<file path="src/rtl/dmem_access_pkg.sv">
// Shared op encodings, FSM states and default geometry for the DMEM load/store sequencer.
package dmem_access_pkg;

    localparam logic [31:0] ADDR_BASE_DEF   = 32'h1001_0000;
    localparam int          DEPTH_WORDS_DEF = 32;
    localparam int          DM_AW_DEF       = 11;
    localparam int          DATA_W          = 32;

    typedef enum logic [2:0] {
        OP_LW  = 3'd0,
        OP_LH  = 3'd1,
        OP_LHU = 3'd2,
        OP_LB  = 3'd3,
        OP_LBU = 3'd4,
        OP_SW  = 3'd5,
        OP_SH  = 3'd6,
        OP_SB  = 3'd7
    } op_e;

    typedef enum logic [1:0] {
        ST_IDLE = 2'd0,
        ST_RD   = 2'd1,
        ST_WR   = 2'd2,
        ST_RESP = 2'd3
    } state_e;

    function automatic logic op_is_load(input op_e op);
        return (op == OP_LW) || (op == OP_LH) || (op == OP_LHU) ||
               (op == OP_LB) || (op == OP_LBU);
    endfunction

endpackage

</file>
<file path="src/rtl/dmem_access_ctrl_lane_unit.sv">
// Little-endian lane handling: extends load data and merges sub-word stores into a read word.
module dmem_lane_unit
    import dmem_access_pkg::*;
(
    input  logic [31:0] i_word,
    input  logic [31:0] i_wdata,
    input  logic [1:0]  i_lane,
    input  op_e         i_op,
    output logic [31:0] o_load,
    output logic [31:0] o_merged
);

    logic [7:0]  w_byte;
    logic [15:0] w_half;

    always_comb begin
        w_byte = i_word[7:0];
        case (i_lane)
            2'd1:    w_byte = i_word[15:8];
            2'd2:    w_byte = i_word[23:16];
            2'd3:    w_byte = i_word[31:24];
            default: w_byte = i_word[7:0];
        endcase
        w_half = i_lane[1] ? i_word[31:16] : i_word[15:0];

        o_load = i_word;
        case (i_op)
            OP_LH:   o_load = {{16{w_half[15]}}, w_half};
            OP_LHU:  o_load = {16'h0000, w_half};
            OP_LB:   o_load = {{24{w_byte[7]}}, w_byte};
            OP_LBU:  o_load = {24'h000000, w_byte};
            default: o_load = i_word;
        endcase

        // Only the addressed lane is replaced; the rest comes from the word read in RD.
        o_merged = i_word;
        case (i_op)
            OP_SB: begin
                case (i_lane)
                    2'd0:    o_merged[7:0]   = i_wdata[7:0];
                    2'd1:    o_merged[15:8]  = i_wdata[7:0];
                    2'd2:    o_merged[23:16] = i_wdata[7:0];
                    default: o_merged[31:24] = i_wdata[7:0];
                endcase
            end
            OP_SH: begin
                if (i_lane[1]) o_merged[31:16] = i_wdata[15:0];
                else           o_merged[15:0]  = i_wdata[15:0];
            end
            OP_SW:   o_merged = i_wdata;
            default: o_merged = i_word;
        endcase
    end

endmodule

</file>
<file path="src/rtl/dmem_access_ctrl.sv">
// Load/store sequencer between the CPU memory stage and DMEM: range/alignment check,
// read-modify-write for sub-word stores, extended load data on the response channel.
//
// state | meaning
// IDLE  | ready for a request; dm_* all low
// RD    | DMEM read of the target word (loads and SB/SH)
// WR    | single-cycle DMEM write strobe, commits at negedge
// RESP  | response held until resp_ready
module dmem_access_ctrl
    import dmem_access_pkg::*;
#(
    parameter logic [31:0] ADDR_BASE   = ADDR_BASE_DEF,
    parameter int          DEPTH_WORDS = DEPTH_WORDS_DEF,
    parameter int          DM_AW       = DM_AW_DEF
) (
    input  logic             clk,
    input  logic             rst,
    input  logic             req_valid,
    output logic             req_ready,
    input  logic [2:0]       req_op,
    input  logic [31:0]      req_addr,
    input  logic [31:0]      req_wdata,
    output logic             resp_valid,
    input  logic             resp_ready,
    output logic [31:0]      resp_rdata,
    output logic             resp_err,
    output logic             dm_ena,
    output logic             dm_read,
    output logic             dm_write,
    output logic [DM_AW-1:0] dm_addr,
    output logic [31:0]      dm_wdata,
    input  logic [31:0]      dm_rdata
);

    localparam logic [31:0] LP_LIMIT = 32'(DEPTH_WORDS) << 2;

    state_e           r_state, w_next;
    op_e              r_op;
    logic [DM_AW-1:0] r_widx;
    logic [1:0]       r_lane;
    logic [31:0]      r_wdata;
    logic [31:0]      r_resp_rdata;
    logic             r_resp_err;

    op_e         w_req_op;
    logic [31:0] w_off;
    logic        w_align_err;
    logic        w_err;
    logic [31:0] w_load;
    logic [31:0] w_merged;

    assign w_req_op = op_e'(req_op);
    assign w_off    = req_addr - ADDR_BASE;

    always_comb begin
        w_align_err = 1'b1;
        case (w_req_op)
            OP_LW, OP_SW:         w_align_err = (req_addr[1:0] != 2'b00);
            OP_LH, OP_LHU, OP_SH: w_align_err = req_addr[0];
            OP_LB, OP_LBU, OP_SB: w_align_err = 1'b0;
            default:              w_align_err = 1'b1;
        endcase
    end

    assign w_err = (w_off >= LP_LIMIT) || w_align_err;

    dmem_lane_unit u_lane (
        .i_word   (dm_rdata),
        .i_wdata  (r_wdata),
        .i_lane   (r_lane),
        .i_op     (r_op),
        .o_load   (w_load),
        .o_merged (w_merged)
    );

    always_comb begin
        w_next = r_state;
        case (r_state)
            ST_IDLE: begin
                if (req_valid) begin
                    if (w_err)                 w_next = ST_RESP;
                    else if (w_req_op == OP_SW) w_next = ST_WR;
                    else                       w_next = ST_RD;
                end
            end
            ST_RD:   w_next = op_is_load(r_op) ? ST_RESP : ST_WR;
            ST_WR:   w_next = ST_RESP;
            ST_RESP: if (resp_ready) w_next = ST_IDLE;
            default: w_next = ST_IDLE;
        endcase
    end

    always_ff @(posedge clk or posedge rst) begin
        if (rst) begin
            r_state      <= ST_IDLE;
            r_op         <= OP_LW;
            r_widx       <= '0;
            r_lane       <= 2'b00;
            r_wdata      <= '0;
            r_resp_rdata <= '0;
            r_resp_err   <= 1'b0;
        end else begin
            r_state <= w_next;
            if (r_state == ST_IDLE && req_valid) begin
                r_op         <= w_req_op;
                r_widx       <= w_off[DM_AW+1:2];
                r_lane       <= req_addr[1:0];
                r_wdata      <= req_wdata;
                r_resp_rdata <= '0;
                r_resp_err   <= w_err;
            end
            // dm_rdata is only meaningful while the read strobe is up.
            if (r_state == ST_RD) begin
                if (op_is_load(r_op)) r_resp_rdata <= w_load;
                else                  r_wdata      <= w_merged;
            end
        end
    end

    assign req_ready  = (r_state == ST_IDLE);
    assign resp_valid = (r_state == ST_RESP);
    assign resp_rdata = r_resp_rdata;
    assign resp_err   = r_resp_err;
    assign dm_read    = (r_state == ST_RD);
    assign dm_write   = (r_state == ST_WR);
    assign dm_ena     = dm_read || dm_write;
    assign dm_addr    = dm_ena ? r_widx : '0;
    assign dm_wdata   = dm_write ? r_wdata : '0;

endmodule

</file>
<file path="config.mk">
export PLATFORM = sky130hd
export DESIGN_NAME = dmem_access_ctrl
export DESIGN_NICKNAME = d
export VERILOG_FILES = /design/src/rtl/dmem_access_pkg.sv /design/src/rtl/dmem_access_ctrl_lane_unit.sv /design/src/rtl/dmem_access_ctrl.sv
export SDC_FILE = /design/constraint.sdc
export NUM_CORES = 1
export LEC_CHECK = 0
export CAP_MARGIN = 15
export CORE_MARGIN = 2
export CORE_UTILIZATION = 47
export CTS_BUF_LIST = sky130_fd_sc_hd__clkbuf_4 sky130_fd_sc_hd__clkbuf_8
export CTS_CLUSTER_SIZE = 12
export DETAILED_ROUTE_END_ITERATION = 8
export PLACE_DENSITY = 0.8
export RECOVER_POWER = 50
export SKIP_LAST_GASP = 1
export SYNTH_ARGS = -nofsm -noshare
export SYNTH_HDL_FRONTEND = slang
export SYNTH_SLANG_ARGS = --single-unit
export TNS_END_PERCENT = 10
</file>
<file path="constraint.sdc">
create_clock -name clk -period 3.1 [get_ports clk]
set_clock_uncertainty 0.2 [all_clocks]
set_input_delay 0.31 -clock clk [delete_from_list [all_inputs] [get_ports clk]]
set_output_delay 0.31 -clock clk [all_outputs]
set_load 0.02 [all_outputs]
</file>
* Yosys cells after proc, flatten, opt, wreduce, memory -nomap -nowiden
Cells that the tools add are included.
Operators by class: reduce and logical (&&, ||, !) cells 19, order comparisons 1, add/sub/neg operators 1, muxes and demuxes 25, equal/unequal tests 25
Operators with widths (count):
- 32-bit 2-to-1 mux | 7
- 32-bit one-hot mux with 4 select lines | 1
- 32-bit one-hot mux with 3 select lines | 1
- 16-bit 2-to-1 mux | 3
- 32-bit by 8-bit >= comparator with 1-bit output (second input constant) | 1
- 8-bit 2-to-1 mux | 4
- 32-bit by 29-bit subtractor with 32-bit output (second input constant) | 1
- 3-bit equality test (second input constant) | 8
- 8-bit one-hot mux with 3 select lines | 1
- 3-bit by 2-bit equality test with 1-bit output (second input constant) | 4
- 11-bit 2-to-1 mux | 1
- 3-bit OR reduction | 3
- 2-bit equality test (second input constant) | 4
- 2-bit 2-to-1 mux | 4
- 4-bit inequality test (second input constant) | 2
- 2-bit one-hot mux with 4 select lines | 1
- 3-bit by 1-bit equality test with 1-bit output (second input constant) | 2
- 3-bit logical NOT | 2
- 1-bit logical OR | 6
- 2-bit by 1-bit equality test with 1-bit output (second input constant) | 2
- 2-bit logical NOT | 2
- 2-bit AND reduction | 2
- 3-bit inequality test (second input constant) | 1
- 1-bit one-hot mux with 3 select lines | 1
- 7 further kinds | 7
Word-level totals: register bits after elaboration 83, word-level logic and storage cells 80, input bits 103, output and inout port bits 81

* Longest topological paths before layout
word-level depth 7, depth in mapped cells 9, mapped depth without buffers 7

* By module
A second synthesis with hierarchy kept.
Unflattened totals: cells, all modules 636, area total of the unflattened synthesis 5640.4 um^2
By module, submodules not included:
- dmem_access_ctrl | instances 1, seq. area each 2077.0 um^2, area an instance 3976.3 um^2, cells an instance 401
- dmem_lane_unit | instances 1, seq. area each 0.0 um^2, area an instance 1664.1 um^2, cells an instance 235

* Worst setup path before layout
No wires, ideal clock.
path type register to register, start point reg r_state[0], end point reg r_state[0], stages on the path, launching flop included 8, buffers on the path 0, period minus slack after synthesis 2208 ps, setup slack 892 ps, setup time 129 ps, data required time 2771 ps, arrival time 1879 ps, cell sequence dfrtp_1 -> inv_1 -> ha_1 -> nand2_1 -> nor4_1 -> and3_1 -> nand4_1 -> o41a_1
On the way: cells in the longest elaborated chain, start to end 3, elaborated cells between the ends (all ways) 8, those cells by class eq/ne: 5; mux: 1; reduce/logical: 2
Ends and longest elaborated chain:
- from (decl) | line dmem_access_ctrl.sv:37 | state_e r_state, w_next;
- from (signal assigned) | line dmem_access_ctrl.sv:103 | r_state <= w_next;
- 2-bit logical NOT *
- via req_ready | line dmem_access_ctrl.sv:19 | output logic req_ready,
- 2-bit inequality test (no source line)
- 2-bit AND reduction (no source line)
Mark *: on every way through the listed nets, which the timed path passes. The rest lies on a longest branch. A chain may end at the register's enable or synchronous reset.

* Worst setup path in the final report
start point reg r_state[0], end point out dm_wdata[25]
On the way: cells in the longest elaborated chain, start to end 2
Ends and longest elaborated chain:
- 2-bit equality test | line dmem_access_ctrl.sv:125 | assign dm_write = (r_state == ST_WR);
- 32-bit 2-to-1 mux | line dmem_access_ctrl.sv:128 | assign dm_wdata = dm_write ? r_wdata : '0;
- to (decl) | line dmem_access_ctrl.sv:31 | output logic [31:0] dm_wdata,
Every way passes these cells.

==> results.ini <==
[synth]
synth_common_cells = a21oi_1, dfrtp_1, nand2_1, and2_1, nor2_1
postSynthAreaPerCell_um2 = 8.84
yosysTopAreaCellShare_pct = 40.5
synthesis.nets = 687
synth_simple_gate_area_share_pct = 18.6
synth_compound_area_share_pct = 25.8
yosys.area_share.adder_pct = 0.976
synth_edf_count = 0
ys_seq_area_share_pct = 40.5
synth_top_family_by_area = compound AO/OA/AOI/OAI gates
synth-xor-area-share_pct = 0
synth-main-ff-cell = dfrtp_1
synthArstFlopShare_pct = 100
netlist_area_mm2 = 0.00513
synth_cells = 580
ys_types = 57
netlist_top_cells_area = dfrtp_1, a21oi_1, nand2_1
ys_ff_latch = 83
synth_mux_area_share_pct = 9.15
yosysTopAreaCell = dfrtp_1
yosys_warnings = 0

[die]
dieArea_mm2 = 0.0118
coreArea_mm2 = 0.0107
fp-row-count = 38
chipHeight_um = 108
die_w_um = 108
initial_core_util_pct = 47.7
ios = 184

[drt]
wl_um = 17300
first_iter_violations = 508
routedWlPerCell_um = 19.6
dr.pass1.iters = 6
ant_nets = 0
vias_per_cell = 5.91
vias = 5242
drc_errors = 0

[sta]
setup_viol = 0
min_period_ns = 2.71
finalSetupTns_ns = 0
drv_slew = 36
finalCritPeriodShare_pct = 87.5
rsz0062_at_grt = no
max_slew.worst_pin.slew_ns = 1.61
clock.fmax_mhz = 369
setup_slack_ns = 0.387
hold_viol = 0
max-slew-margin-rel_pct = -8.12

[final_layout]
diodes = 0
final_nets = 850
multi_input_area_mm2 = 0.00280
synthToLayoutAreaGrowth_pct = 40.8
postLayoutCoreUtil_pct = 67.2
fillCellCount = 925
drive_gt1_share_pct = 10.3
register_area_mm2 = 0.00208

[placement]
dp_slack_ns = 0.486
globalplace.congestion = 0.957
port_buffers = 183
dp_hpwl_um = 13000

[global_route]
grt_pass1_vias = 5132
overflow = 0
grt_pass1_wl_um = 26600
antenna_found_initial = 0
grt_max_degree = 49
grt_usage_pct = 29.5

[cts]
numCtsBuffers = 9
path_clk_slew_ns = 0.08
h-tree-depth = 3
cts_resized = 0
cts_setup_buffers = 0
clock-sinks = 83
clock_path_buffers = 2
holdBufCountCts = 0
root_buffer = clkbuf_8
cts_tree = done
clk_latency_ns = 0.37

[power_and_ir_drop]
vdd_drop_max_mv = 0.578
power.total_uw = 7530
power.leakage_uw = 0.00297
powerDensity_mw_per_mm2 = 1040

[run_status]
violations = max-capacitance violations, max-slew violations
outcome = finished, violations left

[critical_path]
critical_path.endpoint_type = output pin
critPathKind = register to output pin
slowest_delay_ns = 0.63
crit_chain = inv_1, ha_2, and2_1, clkdlybuf4s50_1
cp.required_ns = 2.59
worstPathArrival_ns = 2.20
crit_path_start_kind = register
crit_fanout = 34
cp_slowest_cell = clkdlybuf4s50_1

[worst_hold_path]
hp-class = register to register

[flow_run]
cap_violations = 1

## flip-flops by register name (all words and copies together), names as in the netlist
register    flops
resp_rdata     32
r_widx         11
resp_err        1
r_op            3
r_lane          2
r_state         2
r_wdata        32
## cells by family after synthesis
logic type                 count (synthesis)
DFF                                       83
AOI/OAI and AO/OA                        199
muxes                                     43
adders and majority gates                  4
and+or+nand+nor                          193
buffers and inverters                     58
## layout by cell type (no fill, tap or decap), types with 2 or more instances in the layout
cell type / n
a21o_1: 9
a21oi_1: 83
a21oi_2: 10
a311oi_1: 2
a31oi_1: 10
and2_1: 47
and3_1: 2
and4_1: 2
buf_4: 10
clkbuf_8: 11
clkdlybuf4s50_1: 152
clkinv_2: 2
dfrtp_1: 83
dlygate4sd3_1: 31
ha_1: 3
inv_1: 15
mux2_2: 21
mux2i_1: 21
nand2_1: 82
nand2b_1: 3
nand3_1: 5
nor2_1: 25
nor2b_1: 12
nor3_1: 2
nor4_1: 3
nor4b_1: 3
o21ai_0: 18
o21ai_1: 2
o21bai_1: 2
o221a_2: 7
o221ai_1: 14
o22a_1: 2
o22ai_1: 23
## critical path, delay by kind of cell (launching register included)
family                   cells  cell delay (ns)
buffers and inverters        2             0.73
flip-flops                   1             0.41
AND/OR/NAND/NOR              1             0.21
adder cells (fa/ha/maj)      1             0.48
## stage by stage
step           std cells  hold WS (ns)  cell area, um^2
3_5_place_dp         872         0.267             7040
2_1_floorplan        580         0.240             5130
4_1_cts              887         0.151             7220
5_1_grt              887         0.302             7220
3_3_place_gp         872         0.265             7040
6_report             887         0.287             7220
## power by group
group	internal, uW	leakage, uW	switching (uW)
Sequential	1620	0.000970	454
Clock	329	0.0000912	394
Combinational	2100	0.00191	2640
Total	4050	0.00297	3480
## layer usage
| metal | part of all wire [%] | track usage [%] |
|---|---|---|
| met1 | 40 | 38.2 |
| met2 | 48 | 48.8 |
| met3 | 8.4 | 4.64 |
| met4 | 3.2 | 13.4 |
| met5 | 0 | 0 |
## worst paths after layout
| check | startpoint | end | slack, ns | cells past startpoint |
|---|---|---|---|---|
| hold reg to reg | resp_rdata[11]$_DFF_PP0_ | resp_rdata[11]$_DFF_PP0_ | 0.29 | 2 |
| min in group asynchronous | rst | r_widx[2]$_DFFE_PP0P_ | 0.58 | 2 |
| setup / recovery | r_state[0]$_DFFE_PP0P_ | dm_wdata[25] | 0.39 | 4 |
| max in group asynchronous | rst | r_wdata[4]$_DFFE_PP0P_ | 1.26 | 3 |
| setup reg to reg | r_state[1]$_DFFE_PP0P_ | r_state[0]$_DFFE_PP0P_ | 0.39 | 7 |
| hold / removal | resp_rdata[11]$_DFF_PP0_ | resp_rdata[11]$_DFF_PP0_ | 0.29 | 2 |
## cell type report
cell class              count  share of cell area [%]
multi-input cells         439                    38.8
flip-flops and latches     83                    28.8
repair buffers            194                    26.7
well taps                 140                    2.43
clock buffers              11                    2.10
inverters                  16                   0.849
clock inverters             4                   0.364
(Power assumes the default switching activity.)
